<file path="src/rtl/remote_cmd_sched.sv">
`default_nettype none
// ============================================================================
// Module   : remote_cmd_sched
// Brief    : Queued command issuer for the RemoteComm UART master with ACK
//            checking, timeout/retry and emergency-land preemption.
// Revision : 1.0 - initial release
// ============================================================================
module remote_cmd_sched #(
    parameter int         DEPTH     = 8,
    parameter int         TIMEOUT   = 1000000,
    parameter int         MAX_RETRY = 2,
    parameter logic [7:0] ACK       = 8'hA5
) (
    input  logic        clk,
    input  logic        rst,
    input  logic        push,
    input  logic [7:0]  push_cmd,
    input  logic [15:0] push_data,
    output logic        full,
    output logic        empty,
    input  logic        estop,
    output logic [7:0]  cmd,
    output logic [15:0] data,
    output logic        send_cmd,
    input  logic        cmd_sent,
    input  logic        resp_rdy,
    input  logic [7:0]  resp,
    output logic        clr_resp_rdy,
    output logic        busy,
    output logic        done,
    output logic        err,
    output logic        ovf,
    input  logic        clr_err
);

    localparam int              c_AW         = $clog2(DEPTH);
    localparam int              c_CW         = c_AW + 1;
    localparam int              c_TW         = $clog2(TIMEOUT + 1);
    localparam int              c_RW         = $clog2(MAX_RETRY + 2);
    localparam logic [c_CW-1:0] c_DEPTH      = c_CW'(DEPTH);
    localparam logic [c_TW-1:0] c_TIMER_LAST = c_TW'(TIMEOUT - 1);
    localparam logic [c_RW-1:0] c_MAX_RETRY  = c_RW'(MAX_RETRY);
    localparam logic [7:0]      c_E_LAND     = 8'h07;

    typedef enum logic [2:0] {
        S_IDLE      = 3'd0,
        S_SEND      = 3'd1,
        S_WAIT_SENT = 3'd2,
        S_WAIT_RESP = 3'd3,
        S_CLR       = 3'd4,
        S_ERROR     = 3'd5
    } state_t;

    state_t            r_state;
    logic [23:0]       r_mem [DEPTH];
    logic [c_AW-1:0]   r_wr_ptr;
    logic [c_AW-1:0]   r_rd_ptr;
    logic [c_CW-1:0]   r_count;
    logic [c_TW-1:0]   r_timer;
    logic [c_RW-1:0]   r_retry;
    logic [7:0]        r_cmd;
    logic [15:0]       r_data;
    logic              r_send_cmd;
    logic              r_clr_resp_rdy;
    logic              r_done;
    logic              r_err;
    logic              r_ovf;
    logic              r_esp;
    logic              r_forced;
    logic              r_ack;

    logic w_full;
    logic w_empty;
    logic w_flush;
    logic w_push_ok;
    logic w_ovf_set;
    logic w_waiting;
    logic w_timeout;
    logic w_fail;
    logic w_exhaust;
    logic w_pop;

    assign w_full    = (r_count == c_DEPTH);
    assign w_empty   = (r_count == '0);
    assign w_flush   = (r_state == S_IDLE) && r_esp;
    // A push colliding with the emergency flush is dropped silently.
    assign w_push_ok = push && !w_full && !w_flush;
    assign w_ovf_set = push && w_full && !w_flush;
    assign w_waiting = (r_state == S_WAIT_SENT) || (r_state == S_WAIT_RESP);
    assign w_timeout = w_waiting && (r_timer == c_TIMER_LAST);
    assign w_fail    = w_timeout || ((r_state == S_CLR) && !r_ack);
    assign w_exhaust = (r_retry >= c_MAX_RETRY);
    // The forced E_LAND never came from the queue, so it never pops.
    assign w_pop     = !r_forced &&
                       (((r_state == S_CLR) && r_ack) || (w_fail && w_exhaust));

    always_ff @(posedge clk) begin
        if (w_push_ok) begin
            r_mem[r_wr_ptr] <= {push_cmd, push_data};
        end
    end

    always_ff @(posedge clk) begin
        if (rst || w_flush) begin
            r_wr_ptr <= '0;
            r_rd_ptr <= '0;
            r_count  <= '0;
        end else begin
            if (w_push_ok) begin
                r_wr_ptr <= r_wr_ptr + 1'b1;
            end
            if (w_pop) begin
                r_rd_ptr <= r_rd_ptr + 1'b1;
            end
            case ({w_push_ok, w_pop})
                2'b10:   r_count <= r_count + 1'b1;
                2'b01:   r_count <= r_count - 1'b1;
                default: r_count <= r_count;
            endcase
        end
    end

    always_ff @(posedge clk) begin
        if (rst) begin
            r_state        <= S_IDLE;
            r_cmd          <= '0;
            r_data         <= '0;
            r_send_cmd     <= 1'b0;
            r_clr_resp_rdy <= 1'b0;
            r_done         <= 1'b0;
            r_err          <= 1'b0;
            r_ovf          <= 1'b0;
            r_esp          <= 1'b0;
            r_forced       <= 1'b0;
            r_ack          <= 1'b0;
            r_timer        <= '0;
            r_retry        <= '0;
        end else begin
            r_send_cmd     <= 1'b0;
            r_clr_resp_rdy <= 1'b0;
            r_done         <= 1'b0;

            if (w_flush) begin
                r_esp <= 1'b0;
            end else if (estop) begin
                r_esp <= 1'b1;
            end

            if (w_ovf_set) begin
                r_ovf <= 1'b1;
            end else if (clr_err) begin
                r_ovf <= 1'b0;
            end

            if (clr_err) begin
                r_err <= 1'b0;
            end

            case (r_state)
                S_IDLE: begin
                    if (r_esp) begin
                        r_cmd      <= c_E_LAND;
                        r_data     <= '0;
                        r_forced   <= 1'b1;
                        r_send_cmd <= 1'b1;
                        r_state    <= S_SEND;
                    end else if (!w_empty) begin
                        {r_cmd, r_data} <= r_mem[r_rd_ptr];
                        r_forced        <= 1'b0;
                        r_send_cmd      <= 1'b1;
                        r_state         <= S_SEND;
                    end
                end
                S_SEND: begin
                    r_timer <= '0;
                    r_state <= S_WAIT_SENT;
                end
                S_WAIT_SENT: begin
                    r_timer <= r_timer + 1'b1;
                    if (cmd_sent) begin
                        r_state <= S_WAIT_RESP;
                    end
                end
                S_WAIT_RESP: begin
                    r_timer <= r_timer + 1'b1;
                    if (resp_rdy) begin
                        r_ack          <= (resp == ACK);
                        r_done         <= (resp == ACK);
                        r_clr_resp_rdy <= 1'b1;
                        r_state        <= S_CLR;
                    end
                end
                S_CLR: begin
                    if (r_ack) begin
                        r_retry <= '0;
                        r_state <= S_IDLE;
                    end
                end
                S_ERROR: begin
                    if (clr_err || r_esp) begin
                        r_state <= S_IDLE;
                    end
                end
                default: r_state <= S_IDLE;
            endcase

            // Failure overrides whatever the state branch chose this cycle.
            if (w_fail) begin
                r_clr_resp_rdy <= (r_state == S_CLR);
                r_done         <= 1'b0;
                if (!w_exhaust) begin
                    r_retry    <= r_retry + 1'b1;
                    r_send_cmd <= 1'b1;
                    r_state    <= S_SEND;
                end else begin
                    r_retry <= '0;
                    r_err   <= 1'b1;
                    r_state <= S_ERROR;
                end
            end
        end
    end

    assign full         = w_full;
    assign empty        = w_empty;
    assign cmd          = r_cmd;
    assign data         = r_data;
    assign send_cmd     = r_send_cmd;
    assign clr_resp_rdy = r_clr_resp_rdy;
    assign done         = r_done;
    assign err          = r_err;
    assign ovf          = r_ovf;
    assign busy         = (r_state != S_IDLE) && (r_state != S_ERROR);

endmodule
`default_nettype wire

</file>
<file path="config.mk">
export PLATFORM = sky130hd
export DESIGN_NAME = remote_cmd_sched
export DESIGN_NICKNAME = d
export VERILOG_FILES = /design/src/rtl/remote_cmd_sched.sv
export SDC_FILE = /design/constraint.sdc
export NUM_CORES = 1
export LEC_CHECK = 0
export CAP_MARGIN = 25
export CORE_ASPECT_RATIO = 0.9
export CORE_UTILIZATION = 40
export DETAILED_ROUTE_END_ITERATION = 10
export PLACE_DENSITY_LB_ADDON = 0.25
export SYNTH_ARGS = -nofsm -noshare
export SYNTH_HDL_FRONTEND = slang
export SYNTH_SLANG_ARGS = --single-unit
</file>
<file path="constraint.sdc">
create_clock -name clk -period 5.5 [get_ports clk]
set_input_delay 1.1 -clock clk [delete_from_list [all_inputs] [get_ports clk]]
set_output_delay 1.1 -clock clk [all_outputs]
set_load 0.02 [all_outputs]
</file>
==> out/qor.tcl, run 1 <==
set qor(starting_density_of_the_core_pct) 40.96
set qor(min_path_type) {register to register}
set qor(setup.worst_path.end_class) {primary output}
set qor(synth_simple_gate_area_share_pct) 8.178
set qor(compound_cell_area_share_of_the_yosys_netlist_pct) 6.079
set qor(whs_ns) 0.4575
set qor(ios) 71
set qor(pwr_density_cell_mw_per_mm2) 378.1
set qor(report.final.hold_viol_count) 0
set qor(critPathArrivalTime_ns) 2.27
set qor(placement.io_buffers) 70
set qor(final_max_tran_viols) 0
set qor(yosys.area_share.adder_pct) 0.7237
set qor(fin_nets) 772
set qor(cts_htree_levels) 1
set qor(worst_ep_required_time_ns) 4.40
set qor(rsz0062_at_grt) {no}
set qor(final.min_clock_period_ns) 3.373
set qor(cts-root-to-sink-buffers) 3
set qor(route.detailed.drc) 0
set qor(fillerInstances) 2153
set qor(synth_largest_area_cell) {sky130_fd_sc_hd__edfxtp_1}
set qor(post-dp-hpwl_mm) 12.51
set qor(number_of_synthesized_flops_with_an_enable_pin) 192
set qor(grt.total_usage_pct) 16.21
set qor(gpl.final_weighted_congestion) 0.7730
set qor(headroom_to_the_max_slew_limit_pct) 28.73
set qor(cts.root.buffer_cell) {sky130_fd_sc_hd__clkbuf_16}
set qor(synth.area.mux_share_pct) 13.73
set qor(final_min_period_over_clock_period_pct) 61.32
set qor(async_flop_share_pct) 0
set qor(syn_to_final_growth_pct) 20.95
set qor(synth-seq-cells) 262
set qor(cts_sinks) 262
set qor(postLayoutCoreUtil_pct) 49.55
set qor(multi_input_comb_area_mm2) 0.003058
set qor(yosys_warnings) 0
set qor(tritoncts.num_buffers) 29
set qor(postSynthAreaPerCell_um2) 16.06
set qor(globalRouteOverflowTotal) 0
set qor(worst_ir_drop_vdd_mv) 0.2304
set qor(site_row_count) 55
set qor(wirelength_mm) 21.38
set qor(fp.dieH_um) 154.8
set qor(routed_wl_per_cell_um) 19.58
set qor(synth_nets) 691
set qor(grt_antenna_before_repair) 0
set qor(setup_tns_ns) 0
set qor(clock_tree_from_tritoncts) {yes}
set qor(synth-xor-area-share_pct) 0.4221
set qor(power.switching_w) 0.001092
set qor(grt_start_max_net_pins) 49
set qor(cellLeakagePower_nw) 3.995
set qor(drive_above_1_share_pct) 17.73
set qor(synth_sequential_area_ratio_pct) 69.09
set qor(drt_pass1_iterations) 5
set qor(first_global_vias) 5931
set qor(grt_first_pass_wirelength_mm) 32.85
set qor(crit_path_max_fanout) 7
set qor(seqPwrFrac_pct) 48.0
set qor(yosysTopAreaCellShare_pct) 55.58
set qor(finalPower_w) 0.004744
set qor(setup_violations) 0
set qor(antenna_cells) 0
set qor(post_cts_hold_buffer_count) 0
set qor(top_cells_by_area_synth) {sky130_fd_sc_hd__edfxtp_1 56%, sky130_fd_sc_hd__dfxtp_1 14%, sky130_fd_sc_hd__mux4_2 10%}
set qor(finClkSkew_ns) 0.01835
set qor(outcome) {finished clean}
set qor(crit_path_class) {register to primary output}
set qor(dr.first_iter.drc_count) 422
set qor(cts_repair_resize_count) 0
set qor(seqCellArea_mm2) 0.007172
set qor(internal-power_w) 0.003652
set qor(dieArea_mm2) 0.02658
set qor(max_cap_viols) 0
set qor(placeableCoreArea_mm2) 0.02532
set qor(cts_setup_buffers) 0
set qor(later_pin_clock_latency_in_the_skew_report_ns) 0.54
set qor(post_synth_instance_area_mm2) 0.01037
set qor(ant_nets) 0
set qor(crit_path_start_kind) {register}
set qor(synthDistinctLibCells) 60
set qor(path_clk_slew_ns) 0.06
set qor(combinational_family_with_the_most_area_after_synthesis) {multiplexers}
set qor(synth_cells) 646
set qor(power.switching_fraction_pct) 23.01
set qor(power.share.combinational_pct) 9.1
set qor(via_per_inst) 5.449
set qor(dieWidth_um) 171.8
set qor(clock.fmax_mhz) 296.5
set qor(detailroute.via_count) 5950
set qor(primary_ff_master_synth) {sky130_fd_sc_hd__edfxtp_1}
set qor(p_clk_share_pct) 42.8
set qor(worst-slew-pin-transition_ns) 1.067
power by group through the flow:
stage	Combinational [W]	Clock [W]	Sequential, W
after floorplan	0.000221	0	0.00233
after detailed placement	0.000436	0	0.00232
final	0.000433	0.00203	0.00228
after global placement	0.000428	0	0.00232
after global routing	0.000470	0.00214	0.00229
after CTS	0.000438	0.00207	0.00228
state kept, by name (all words and copies together), names as in the netlist, named ones only:
signal        cells
r_wr_ptr          3
r_mem           192
done              1
clr_resp_rdy      1
err               1
r_count           4
cmd               8
send_cmd          1
r_retry           2
r_esp             1
r_state           3
r_rd_ptr          3
ovf               1
data             16
r_ack             1
r_timer          20
r_forced          1
kinds of logic after synthesis:
kind of cell	after synthesis
DFF	262
and+or+nand+nor	154
AOI/OAI and AO/OA	92
muxes	82
buffers and inverters	45
adders and majority gates	6
xor gates and xnor gates	5
stage by stage:
| step | setup WS (ns) | cells | instance area, µm² |
|---|---|---|---|
| after CTS | 2.039 | 1091 | 12530 |
| after floorplan | 1.059 | 646 | 10370 |
| final | 2.127 | 1092 | 12550 |
| after detailed placement | 1.832 | 1037 | 11500 |
| after global placement | 1.952 | 1037 | 11500 |
| after global routing | 1.934 | 1092 | 12550 |
synth_stat cells (all sizes together) (10+ instances only):
cell and instances:
edfxtp 192, dfxtp 70, mux4 48, mux2i 32, nor2 32, nand2 28, clkbuf 21, o2bb2ai 21
a21oi 17, o21ai 16, nand3 15, buf 14, nor3 14, a31oi 12, inv 10
worst paths after layout:
path	startpoint	end	slack, ns	cells after the start
setup / recovery	r_count[1]$_SDFFE_PP0P_	full	2.13	2
hold / removal	cmd[3]$_SDFFE_PP0P_	cmd[3]$_SDFFE_PP0P_	0.46	1
setup reg to reg	r_state[1]$_SDFFE_PP0P_	r_count[2]$_SDFFE_PP0P_	2.22	11
hold reg to reg	cmd[3]$_SDFFE_PP0P_	cmd[3]$_SDFFE_PP0P_	0.46	1
placed cells by master (no fill, tap or decap), types with 14 or more instances in the layout:
cell                              count
sky130_fd_sc_hd__a21oi_1             17
sky130_fd_sc_hd__buf_4               14
sky130_fd_sc_hd__clkbuf_16           29
sky130_fd_sc_hd__clkdlybuf4s50_1     70
sky130_fd_sc_hd__dfxtp_1             68
sky130_fd_sc_hd__edfxtp_1           192
sky130_fd_sc_hd__mux2i_1             32
sky130_fd_sc_hd__mux4_2              48
sky130_fd_sc_hd__nand2_1             28
sky130_fd_sc_hd__nand3_1             14
sky130_fd_sc_hd__nor2_1              28
sky130_fd_sc_hd__o21ai_0             16
sky130_fd_sc_hd__o2bb2ai_1           21
area by class of cell:
type                       count  share of cell area [%]
clock inverter                17                   1.915
multi-input combinational    339                   24.37
sequential                   262                   57.16
inverter                      10                  0.2992
clock buffer                  37                   6.262
tap                          342                   3.410
timing repair buffer          85                   6.582
critical path: stages (launching register included):
cell and delay [ns]:
sky130_fd_sc_hd__dfxtp_1 0.39, sky130_fd_sc_hd__nor4b_1 0.62, sky130_fd_sc_hd__clkdlybuf4s50_1 0.73
metal layers:
layer,part of all wire [%],wire [µm],track usage [%]
met5,0,0,0
met2,48,10160,26.45
met4,1.8,389,4.088
met1,46,9797,22.73
met3,4.9,1038,2.456
No activity file was read; power rests on OpenSTA's default activity.
==> inputs of run 2 (changes only) <==
==> constraint.sdc (replaced) <==
create_clock -name clk -period 3.1 [get_ports clk]
set_input_delay 0.62 -clock clk [delete_from_list [all_inputs] [get_ports clk]]
set_output_delay 0.62 -clock clk [all_outputs]
set_load 0.02 [all_outputs]
==> run 2 against run 1 <==
Against the previous run:
- worst setup slack worse by 2.0 ns
- first-iteration DRC count up 3.6%
- register-to-register slack worse by 2.1 ns
- global-route usage grew 0.74 points
- flip-flop and latch count unchanged
- utilization rose by 0.45 points
- combinational power increased by 92%
- clock power rose by 67%
- final cell count is 0.64% higher
- clock skew is 0.00067 ns lower
- sequential power grew 77%
- non-clock buffer count up 8
- largest power group unchanged
==> out/qor.tcl, run 2 (synthesized netlist as in run 1, its figures left out) <==
set qor(outcome) {finished clean} ;# unchanged
set qor(worst_ir_drop_vdd_mv) 0.4566 ;# was 0.2304 mV
set qor(r2r_end) {r_count[2]$_SDFFE_PP0P_} ;# unchanged
set qor(final_max_tran_viols) 0 ;# unchanged
set qor(cts.root.buffer_cell) {sky130_fd_sc_hd__clkbuf_16} ;# unchanged
set qor(starting_density_of_the_core_pct) 40.96 ;# unchanged
set qor(instances_no_fill) 1099 ;# was 1,092
set qor(cts_setup_buffers) 0 ;# unchanged
set qor(setup_violations) 0 ;# unchanged
set qor(path_clk_slew_ns) 0.06 ;# about the same
set qor(rsz0062_at_grt) {no} ;# unchanged
set qor(setup_slack_ns) 0.1384 ;# was 2.127 ns
set qor(placeableCoreArea_mm2) 0.02532 ;# unchanged
set qor(ant_nets) 0 ;# unchanged
set qor(ff2ff_path_depth) 12 ;# was 11
set qor(setup.worst_path.end_class) {register} ;# was primary output
set qor(fp.dieH_um) 154.8 ;# unchanged
set qor(headroom_to_the_max_slew_limit_pct) 47.16 ;# was 28.73%
set qor(grt_first_pass_wirelength_mm) 34.38 ;# was 32.85 mm
set qor(dr.first_iter.drc_count) 437 ;# was 422
set qor(post-route-cell-area_mm2) 0.01266 ;# was 0.01255 mm²
set qor(first_global_vias) 6248 ;# was 5,931
set qor(globalRouteOverflowTotal) 0 ;# unchanged
set qor(wirelength_mm) 21.95 ;# was 21.38 mm
set qor(r2r_start) {r_timer[0]$_SDFFE_PP0P_} ;# was r_state[1]$_SDFFE_PP0P_
set qor(post-dp-hpwl_mm) 13.14 ;# was 12.51 mm
set qor(grt_start_max_net_pins) 32 ;# was 49
set qor(clock_tree_from_tritoncts) {yes} ;# unchanged
set qor(cts_htree_levels) 1 ;# unchanged
set qor(crit_path_start_kind) {register} ;# unchanged
set qor(dieArea_mm2) 0.02658 ;# unchanged
set qor(postPlaceCellArea_mm2) 0.01170 ;# was 0.01150 mm²
set qor(cts_sinks) 262 ;# unchanged
set qor(syn_to_final_growth_pct) 22.06 ;# was 20.95%
set qor(fin_nets) 779 ;# was 772
set qor(crit_path_class) {register to register} ;# was register to primary output
set qor(site_row_count) 55 ;# unchanged
set qor(post_cts_hold_buffer_count) 0 ;# unchanged
set qor(route.detailed.drc) 0 ;# unchanged
set qor(grt.total_usage_pct) 16.95 ;# was 16.21%
set qor(clock.fmax_mhz) 337.7
set qor(finClkSkew_ns) 0.01767 ;# was 0.01835 ns
set qor(critPathArrivalTime_ns) 3.40 ;# was 2.27 ns
set qor(worst-r2r-setup-slack_ns) 0.14 ;# was 2.22 ns
set qor(min_path_cells) 1 ;# unchanged
set qor(max_cap_viols) 0 ;# unchanged
set qor(worst_ep_required_time_ns) 3.54 ;# was 4.40 ns
set qor(hold_path_end) {data[2]$_SDFFE_PP0P_} ;# was cmd[3]$_SDFFE_PP0P_
set qor(drive_above_1_share_pct) 18.12 ;# was 17.73%
set qor(via_per_inst) 5.459 ;# was 5.449
set qor(final_common_cell) {sky130_fd_sc_hd__edfxtp_1} ;# unchanged
set qor(routed_wl_per_cell_um) 19.97 ;# was 19.58 µm
set qor(largest_register_ffs) 192 ;# unchanged
set qor(cellLeakagePower_nw) 4.024 ;# was 3.995 nW
set qor(pwr_density_cell_mw_per_mm2) 650.9 ;# was 378.1 mW/mm²
set qor(top_register) {r_mem} ;# unchanged
set qor(final.min_clock_period_ns) 2.962
set qor(final_min_period_over_clock_period_pct) 95.54
set qor(tritoncts.num_buffers) 28 ;# was 29
set qor(grt_antenna_before_repair) 2 ;# was 0
set qor(worst-slew-pin-transition_ns) 0.7897 ;# was 1.067 ns
set qor(min_path_type) {register to register} ;# unchanged
set qor(layout_common_cells) {192 x sky130_fd_sc_hd__edfxtp_1, 70 x sky130_fd_sc_hd__clkdlybuf4s50_1, 68 x sky130_fd_sc_hd__dfxtp_1} ;# unchanged
set qor(crit_path_max_fanout) 5 ;# was 7
set qor(cts-root-to-sink-buffers) 3 ;# unchanged
set qor(report.final.hold_viol_count) 0 ;# unchanged
set qor(dieWidth_um) 171.8 ;# unchanged
set qor(placement.io_buffers) 70 ;# unchanged
set qor(ios) 71 ;# unchanged
set qor(gpl.final_weighted_congestion) 0.7795 ;# was 0.7730
set qor(later_pin_clock_latency_in_the_skew_report_ns) 0.53 ;# was 0.54 ns
set qor(hold_path.startpoint) {data[2]$_SDFFE_PP0P_} ;# was cmd[3]$_SDFFE_PP0P_
set qor(cts_repair_resize_count) 0 ;# unchanged
set qor(drt_pass1_iterations) 5 ;# unchanged
set qor(dp_worst_setup_slack_ns) 0.1214 ;# was 1.832 ns
set qor(post-place-cells) 1046 ;# was 1,037
set qor(detailroute.via_count) 5999 ;# was 5,950
==> run 2: changes by cell type in the layout (fill, tap and decap cells not counted), sizes merged <==
cell and delta:
inv -2, bufinv -2, diode +1, clkbuf +1, clkinvlp +1, buf +8
==> run 2: power breakdown <==
part	internal, W	leakage [nW]	total (W)	switching [W]
logic	0.000352	1.25	0.000833	0.000481
clock network	0.00205	0.463	0.00338	0.00132
registers	0.00394	2.31	0.00403	0.0000953
==> run 2: cell type report <==
type | instances | area [µm²]
fill | 2164 | 12660
sequential | 262 | 7172
multi-input combinational | 339 | 3073
timing repair buffer | 93 | 998.5
clock buffer | 38 | 799.5
tap | 342 | 427.9
clock inverter | 14 | 151.4
inverter | 10 | 37.54
antenna | 1 | 2.502
==> run 2: worst max-delay path, cell delays in order, from the launching register on <==
cell,delay [ns]
sky130_fd_sc_hd__dfxtp_1,0.34
sky130_fd_sc_hd__ha_1,0.25
sky130_fd_sc_hd__and3_2,0.26
sky130_fd_sc_hd__and4_1,0.26
sky130_fd_sc_hd__a31oi_2,0.26
sky130_fd_sc_hd__inv_1,0.11
sky130_fd_sc_hd__ha_1,0.26
sky130_fd_sc_hd__xor2_1,0.17
sky130_fd_sc_hd__ha_1,0.19
sky130_fd_sc_hd__a21oi_1,0.17
sky130_fd_sc_hd__xor2_1,0.10
sky130_fd_sc_hd__or3_1,0.33
sky130_fd_sc_hd__a21oi_1,0.18
==> run 2: metal layers <==
metal / GRT usage [%] / part of all wire (%) / vias up
li1: - / - / 2768
met1: 22.98 / 44 / 3033
met2: 28.19 / 49 / 173
met3: 3.429 / 6.4 / 23
met4: 3.624 / 1.4 / 2
met5: 0 / 0.050 / -
==> run 2: per-stage QoR <==
stage / total power, W / hold slack (ns) / TNS (ns) / utilization (%)
floorplan: 0.004528 / 0.4496 / -15.79 / -
global placement: 0.004916 / 0.4436 / 0 / 46.21
detailed placement: 0.004940 / 0.4466 / 0 / 46.21
CTS: 0.008317 / 0.4652 / 0 / 49.97
global route: 0.008531 / 0.4808 / 0 / 49.99
finish: 0.008242 / 0.4670 / 0 / 50.00
==> run 2: worst max-delay path by stage <==
stage,startpoint,to,depth (start not counted),slack [ns]
2_1_floorplan,push,r_mem[1][0]$_DFFE_PP_,4,-0.22
3_3_place_gp,push,r_count[2]$_SDFFE_PP0P_,10,0.26
3_5_place_dp,push,r_count[2]$_SDFFE_PP0P_,10,0.12
4_1_cts,r_timer[0]$_SDFFE_PP0P_,r_count[2]$_SDFFE_PP0P_,12,0.17
5_1_grt,r_timer[0]$_SDFFE_PP0P_,r_count[2]$_SDFFE_PP0P_,12,0.01
6_report,r_timer[0]$_SDFFE_PP0P_,r_count[2]$_SDFFE_PP0P_,12,0.14
